--- config.mk ---
export PLATFORM = sky130hd
export DESIGN_NAME = invader_blitter
export DESIGN_NICKNAME = d
export VERILOG_FILES = /design/src/rtl/invader_blitter.sv
export SDC_FILE = /design/constraint.sdc
export NUM_CORES = 1
export LEC_CHECK = 0
export ABC_AREA = 1
export CAP_MARGIN = 25
export CORE_AREA = 2 2 163 117
export CTS_BUF_LIST = sky130_fd_sc_hd__clkbuf_4 sky130_fd_sc_hd__clkbuf_8
export DETAILED_ROUTE_END_ITERATION = 7
export DIE_AREA = 0 0 165 119
export PLACE_DENSITY = 0.69
export SETUP_SLACK_MARGIN = 0.02
export SLEW_MARGIN = 15
export SYNTH_ARGS = -nofsm -noshare
export SYNTH_HDL_FRONTEND = slang
export SYNTH_SLANG_ARGS = --single-unit
--- constraint.sdc ---
create_clock -name clk -period 4.28 [get_ports clk]
set_input_delay 0.428 -clock clk [delete_from_list [all_inputs] [get_ports clk]]
set_output_delay 0.428 -clock clk [all_outputs]
set_load 0.02 [all_outputs]
--- src/rtl/invader_blitter.sv ---
// Framebuffer writer for the invader formation: clears the previous 176x80
// bounding box, then rasterises 55 16x16 invader cells at the new origin.
module invader_blitter #(
  parameter int unsigned FB_W = 320,
  parameter int unsigned FB_H = 200
) (
  input  logic        clk,
  input  logic        rst_n,
  input  logic        start,
  input  logic [8:0]  base_x,
  input  logic [7:0]  base_y,
  input  logic [54:0] killed,
  input  logic        wr_ready,
  output logic        wr_en,
  output logic [8:0]  wr_x,
  output logic [7:0]  wr_y,
  output logic        wr_bit,
  output logic        busy,
  output logic        done
);

  localparam int unsigned XW = 9;
  localparam int unsigned YW = 8;
  localparam int unsigned NINV = 55;
  localparam logic [9:0] FB_W_L = 10'(FB_W);
  localparam logic [8:0] FB_H_L = 9'(FB_H);
  localparam logic [7:0] CLR_X_LAST = 8'd175;
  localparam logic [6:0] CLR_Y_LAST = 7'd79;
  localparam logic [3:0] CELL_LAST = 4'd15;
  localparam logic [3:0] COL_LAST = 4'd10;
  localparam logic [2:0] ROW_LAST = 3'd4;

  typedef enum logic [1:0] {
    S_IDLE  = 2'd0,
    S_CLEAR = 2'd1,
    S_DRAW  = 2'd2,
    S_DONE  = 2'd3
  } state_e;

  state_e          state_q, state_d;
  logic [XW-1:0]   prev_x_q, prev_x_d;
  logic [YW-1:0]   prev_y_q, prev_y_d;
  logic [XW-1:0]   base_x_q, base_x_d;
  logic [YW-1:0]   base_y_q, base_y_d;
  logic [NINV-1:0] killed_q, killed_d;
  logic [7:0]      cx_q, cx_d;
  logic [6:0]      cy_q, cy_d;
  logic [3:0]      sx_q, sx_d;
  logic [3:0]      sy_q, sy_d;
  logic [3:0]      col_q, col_d;
  logic [2:0]      row_q, row_d;
  logic            wr_en_q, wr_en_d;
  logic [XW-1:0]   wr_x_q, wr_x_d;
  logic [YW-1:0]   wr_y_q, wr_y_d;
  logic            wr_bit_q, wr_bit_d;
  logic            busy_q, busy_d;
  logic            done_q, done_d;

  logic            step;
  logic            advance;
  logic            draw_last;
  logic [9:0]      pos_x;
  logic [8:0]      pos_y;
  logic [5:0]      inv_idx;
  logic [3:0]      sprite_w;
  logic            pix_bit;

  // Sequencer: advance on an accepted beat or a clipped (non-written) position,
  // then present the pixel for the new position in the same edge.
  always_comb begin
    state_d  = state_q;
    prev_x_d = prev_x_q;
    prev_y_d = prev_y_q;
    base_x_d = base_x_q;
    base_y_d = base_y_q;
    killed_d = killed_q;
    cx_d     = cx_q;
    cy_d     = cy_q;
    sx_d     = sx_q;
    sy_d     = sy_q;
    col_d    = col_q;
    row_d    = row_q;
    wr_en_d  = wr_en_q;
    wr_x_d   = wr_x_q;
    wr_y_d   = wr_y_q;
    wr_bit_d = wr_bit_q;
    busy_d   = busy_q;
    done_d   = 1'b0;
    step     = 1'b0;
    advance  = !wr_en_q || wr_ready;
    draw_last = (sx_q == CELL_LAST) && (sy_q == CELL_LAST) &&
                (col_q == COL_LAST) && (row_q == ROW_LAST);

    case (state_q)
      S_IDLE: begin
        wr_en_d = 1'b0;
        busy_d  = 1'b0;
        if (start) begin
          state_d  = S_CLEAR;
          base_x_d = base_x;
          base_y_d = base_y;
          killed_d = killed;
          cx_d     = 8'd0;
          cy_d     = 7'd0;
          busy_d   = 1'b1;
          step     = 1'b1;
        end
      end
      S_CLEAR: begin
        if (advance) begin
          step = 1'b1;
          if (cx_q == CLR_X_LAST) begin
            cx_d = 8'd0;
            if (cy_q == CLR_Y_LAST) begin
              cy_d    = 7'd0;
              state_d = S_DRAW;
              sx_d    = 4'd0;
              sy_d    = 4'd0;
              col_d   = 4'd0;
              row_d   = 3'd0;
            end else begin
              cy_d = cy_q + 7'd1;
            end
          end else begin
            cx_d = cx_q + 8'd1;
          end
        end
      end
      S_DRAW: begin
        if (advance) begin
          if (draw_last) begin
            state_d  = S_DONE;
            wr_en_d  = 1'b0;
            wr_bit_d = 1'b0;
            busy_d   = 1'b0;
            done_d   = 1'b1;
            prev_x_d = base_x_q;
            prev_y_d = base_y_q;
          end else begin
            step = 1'b1;
            if (sx_q != CELL_LAST) begin
              sx_d = sx_q + 4'd1;
            end else begin
              sx_d = 4'd0;
              if (sy_q != CELL_LAST) begin
                sy_d = sy_q + 4'd1;
              end else begin
                sy_d = 4'd0;
                if (col_q != COL_LAST) begin
                  col_d = col_q + 4'd1;
                end else begin
                  col_d = 4'd0;
                  row_d = row_q + 3'd1;
                end
              end
            end
          end
        end
      end
      S_DONE: begin
        state_d = S_IDLE;
        wr_en_d = 1'b0;
        busy_d  = 1'b0;
      end
      default: begin
        state_d = S_IDLE;
        wr_en_d = 1'b0;
        busy_d  = 1'b0;
      end
    endcase

    // Position and sprite pixel for the newly selected counters.
    if (state_d == S_DRAW) begin
      pos_x = {1'b0, base_x_q} + {2'b00, col_d, 4'b0000} + {6'b000000, sx_d};
      pos_y = {1'b0, base_y_q} + {2'b00, row_d, 4'b0000} + {5'b00000, sy_d};
    end else begin
      pos_x = {1'b0, prev_x_q} + {2'b00, cx_d};
      pos_y = {1'b0, prev_y_q} + {2'b00, cy_d};
    end
    inv_idx  = 6'(row_d) * 6'd11 + 6'(col_d);
    sprite_w = (row_d == 3'd0) ? 4'd8 : ((row_d < 3'd3) ? 4'd11 : 4'd12);
    pix_bit  = !killed_q[inv_idx] && (sy_d >= 4'd8) && (sx_d < sprite_w);

    if (step) begin
      wr_en_d  = (pos_x < FB_W_L) && (pos_y < FB_H_L);
      wr_x_d   = pos_x[XW-1:0];
      wr_y_d   = pos_y[YW-1:0];
      wr_bit_d = (state_d == S_DRAW) && pix_bit;
    end
  end

  always_ff @(posedge clk or negedge rst_n) begin
    if (!rst_n) begin
      state_q  <= S_IDLE;
      prev_x_q <= '0;
      prev_y_q <= '0;
      base_x_q <= '0;
      base_y_q <= '0;
      killed_q <= '0;
      cx_q     <= '0;
      cy_q     <= '0;
      sx_q     <= '0;
      sy_q     <= '0;
      col_q    <= '0;
      row_q    <= '0;
      wr_en_q  <= 1'b0;
      wr_x_q   <= '0;
      wr_y_q   <= '0;
      wr_bit_q <= 1'b0;
      busy_q   <= 1'b0;
      done_q   <= 1'b0;
    end else begin
      state_q  <= state_d;
      prev_x_q <= prev_x_d;
      prev_y_q <= prev_y_d;
      base_x_q <= base_x_d;
      base_y_q <= base_y_d;
      killed_q <= killed_d;
      cx_q     <= cx_d;
      cy_q     <= cy_d;
      sx_q     <= sx_d;
      sy_q     <= sy_d;
      col_q    <= col_d;
      row_q    <= row_d;
      wr_en_q  <= wr_en_d;
      wr_x_q   <= wr_x_d;
      wr_y_q   <= wr_y_d;
      wr_bit_q <= wr_bit_d;
      busy_q   <= busy_d;
      done_q   <= done_d;
    end
  end

  assign wr_en  = wr_en_q;
  assign wr_x   = wr_x_q;
  assign wr_y   = wr_y_q;
  assign wr_bit = wr_bit_q;
  assign busy   = busy_q;
  assign done   = done_q;

endmodule

==> run_results.csv <==
group,metric,value,unit
power,max-vdd-ir-drop,0.274,mV
clock_network,htree_num_levels,4,
synth,syn_area,8590,µm²
power,pwr-share-clk,30.8,%
finish,fin_area,10500,µm²
power,powerDensity,397,nW/µm²
global_route,grt_overflow,0,
setup_path,start_kind,"flop",
sta,drv_slew,0,
sta,setup_viol,0,
setup_path,worstPathArrival,4360,ps
place,dp_cells,1340,
synth,synth_nets,1139,
drt,drt-total-wl,22.6,mm
min_path,worstHoldPathType,"input pin to asynchronous set/reset pin",
clock_network,cts.reportedPaths.clkPinSlew,100,ps
sta,skew,17.9,ps
finish,diodes,0,
finish,final_nets,1258,
floorplan,die-area,19600,µm²
synth,ys_types,46,
setup_path,critPathKind,"flop to flop",
run_status,violations,"negative hold slack",
synth,synth_top_cell_area_share,41.4,%
drt,drc,0,
finish,fin_util,57.4,%
synth,ys.warnings.count,0,
sta,rsz0062_at_grt,"yes",
sta,relSlewSlack,30.3,%
run,maxCapViolCount,0,
place,place_area,9960,µm²
finish,fillCellCount,1638,
finish,final_cells,1377,
floorplan,num_io_pins,97,
drt,postRouteAntennaNets,0,
global_route,grt_pass1_vias,7025,
setup_path,r2r-start,"state_q[1]",
synth,ys_ff_latch,142,
finish,layout-drive-gt1-share,15.6,%
synth,synthCells,1003,
finish,area_delta_synth_final,22.6,%
drt,detailedRoute.firstPassIterationCount,5,
floorplan,initial_core_util,46.8,%
global_route,grt_pass1_wl,36.7,mm
run_status,status,"complete, but fails checks",
drt,drt-initial-drc-count,711,
setup_path,r2r-end,"wr_bit",
drt,via_count,7378,
power,p_leak,5.41,nW
setup_path,cp.required,4680,ps
clock_network,cts_made_buffers,17,
clock_network,cts_root_buf,"clkbuf_8",
synth,yosysTopAreaCell,"dfrtp_1",
synth,syn_area_per_cell,8.56,µm²
synth,ys_seq_area_share,41.4,%
power,power.internal,2.77,mW
power,power.switching,1.42,mW
clock_network,cts_sinks,142,
drt,via_per_inst,5.36,
sta,tns,0,ps
place,io_buffers,96,
floorplan,coreArea,18300,µm²
setup_path,r2r_cells,24,
floorplan,die_h,119,µm
global_route,grt_max_degree,80,
power,comb_power_share,27.0,%
global_route,globalRouteTotalUtil,24.0,%
sta,whs,-31.8,ps
power,power_frac_seq,42.2,%
sta,min_period,3960,ps
power,p_sw_share,33.9,%
clock_network,clock_path_buffers,2,
setup_path,cp-startpoint,"state_q[1]",
setup_path,cp_max_fo,8,
clock_network,cts_tree,"built",
sta,tightest_slew,1050,ps
global_route,antenna_found_initial,0,
synth,netlist_top_cells_area,"dfrtp_1, mux2_2, nand2_1",
sta,fmax,0.253,GHz
setup_path,r2r_slack,320,ps
place,gp_congestion,0.968,
floorplan,chipWidth,165,µm
place,hpwl,16.6,mm
clock_network,cts_hold_buf,0,
setup_path,setup.worst_path.end_class,"flop",
clock_network,clock_latency,470,ps
drt,wl_per_cell,16.4,µm
sta,fin_crit_sh,92.5,%
floorplan,row_count,42,
sta,hold_violations,17,
placed cells by master, fill, tap and decap left out, types with 10 or more instances in the layout:
cell type	instances
xor2_1	18
o21ai_0	75
inv_2	10
o211ai_1	16
clkbuf_8	17
nand3_1	69
dfrtp_1	142
buf_4	29
ha_1	51
nand2_1	190
a21oi_1	51
mux2_2	65
nor2_1	92
clkdlybuf4s50_1	95
nand4_1	13
inv_1	102
power by group through the flow:
stage                     Combinational (mW)  Clock, mW  Sequential, mW
after detailed placement                1.12          0            1.79
after global routing                    1.25       1.37            1.80
after CTS                               1.13       1.31            1.76
after floorplan                        0.658          0            1.80
final                                   1.13       1.29            1.77
after global placement                  1.10          0            1.78
cell families after synthesis:
kind of cell    share of synthesized area (%)
compound gates                           11.7
fa+ha+maj                                9.35
buf+inv                                  6.37
flops                                    41.4
simple gates                             20.4
mux                                      8.52
xor+xnor                                 2.35
per-layer routing:
layer | vias to the layer above | global-route usage, % | routed length [µm]
met5 | - | 0 | 0
met4 | 0 | 5.76 | 284
met3 | 22 | 4.98 | 1320
met2 | 227 | 32.7 | 9280
met1 | 3529 | 38.5 | 11800
li1 | 3600 | - | -
flip-flops by register name (all words and copies together) (netlist names):
signal / count
sy_q: 4
done: 1
sx_q: 4
killed_q: 55
prev_x_q: 9
base_y_q: 8
busy: 1
state_q: 2
wr_bit: 1
row_q: 3
cx_q: 8
cy_q: 7
wr_y: 8
col_q: 4
wr_en: 1
base_x_q: 9
wr_x: 9
prev_y_q: 8
worst max-delay path, stage by stage, from the launching register on:
cell and delay, ps:
dfrtp_1 420, inv_1 110, ha_1 320, nand2_1 90, inv_1 230, nand4_1 180, nand2_1 120, nand2_1 80
inv_1 170, nand2_1 120, nand2_1 70, inv_1 50, ha_1 270, ha_1 200, inv_1 70, fa_2 580
buf_4 170, o211ai_1 100, o211ai_1 110, nand3_1 90, nand2_1 70, nor2_1 40, nor2_1 110, nand3_1 80
nand2_1 60
synthesized netlist by cell type (all sizes together):
| library cell | number |
|---|---|
| o21ai | 84 |
| o22ai | 3 |
| a31oi | 8 |
| nand4 | 14 |
| nor3 | 2 |
| o311ai | 1 |
| a31o | 1 |
| nand2 | 198 |
| o221ai | 2 |
| clkbuf | 19 |
| o41ai | 1 |
| nor3b | 1 |
| xor2 | 18 |
| o31ai | 2 |
| xnor2 | 5 |
| dfrtp | 142 |
| nor2 | 100 |
| nand3 | 74 |
| a32o | 1 |
| ha | 53 |
| a22o | 1 |
| inv | 112 |
| o211ai | 16 |
| mux2 | 65 |
| and2 | 4 |
| nand3b | 2 |
| a21oi | 56 |
| buf | 8 |
| clkinv | 1 |
| fa | 7 |
| or2 | 2 |
worst max-delay path by stage:
stage,slack [ps],to
2_1_floorplan,380,wr_bit
3_3_place_gp,110,wr_bit
3_5_place_dp,6,wr_bit
4_1_cts,160,wr_bit
5_1_grt,-20,wr_bit
6_report,320,wr_bit
stage by stage:
step	worst slack [ps]	power, mW	hold WS (ps)
2_1_floorplan	377	2.46	132
3_3_place_gp	109	2.88	463
3_5_place_dp	6.39	2.90	465
4_1_cts	163	4.20	5.62
5_1_grt	-15.8	4.42	14.3
6_report	321	4.18	-31.8
layout make-up:
cell class,count,area (µm²),share of cell area [%]
well taps,242,303,2.88
inverters,113,424,4.03
clock inverters,15,239,2.27
repair buffers,127,1220,11.6
multi-input cells,721,4560,43.3
flip-flops and latches,142,3550,33.7
clock buffers,17,234,2.22
repair_timing:
item                                    CTS  global route
gates resized for setup                   0            23
endpoints found under the setup margin    0             1
setup buffers                             0             5
Note: power is estimated with default switching activity, not from simulation.
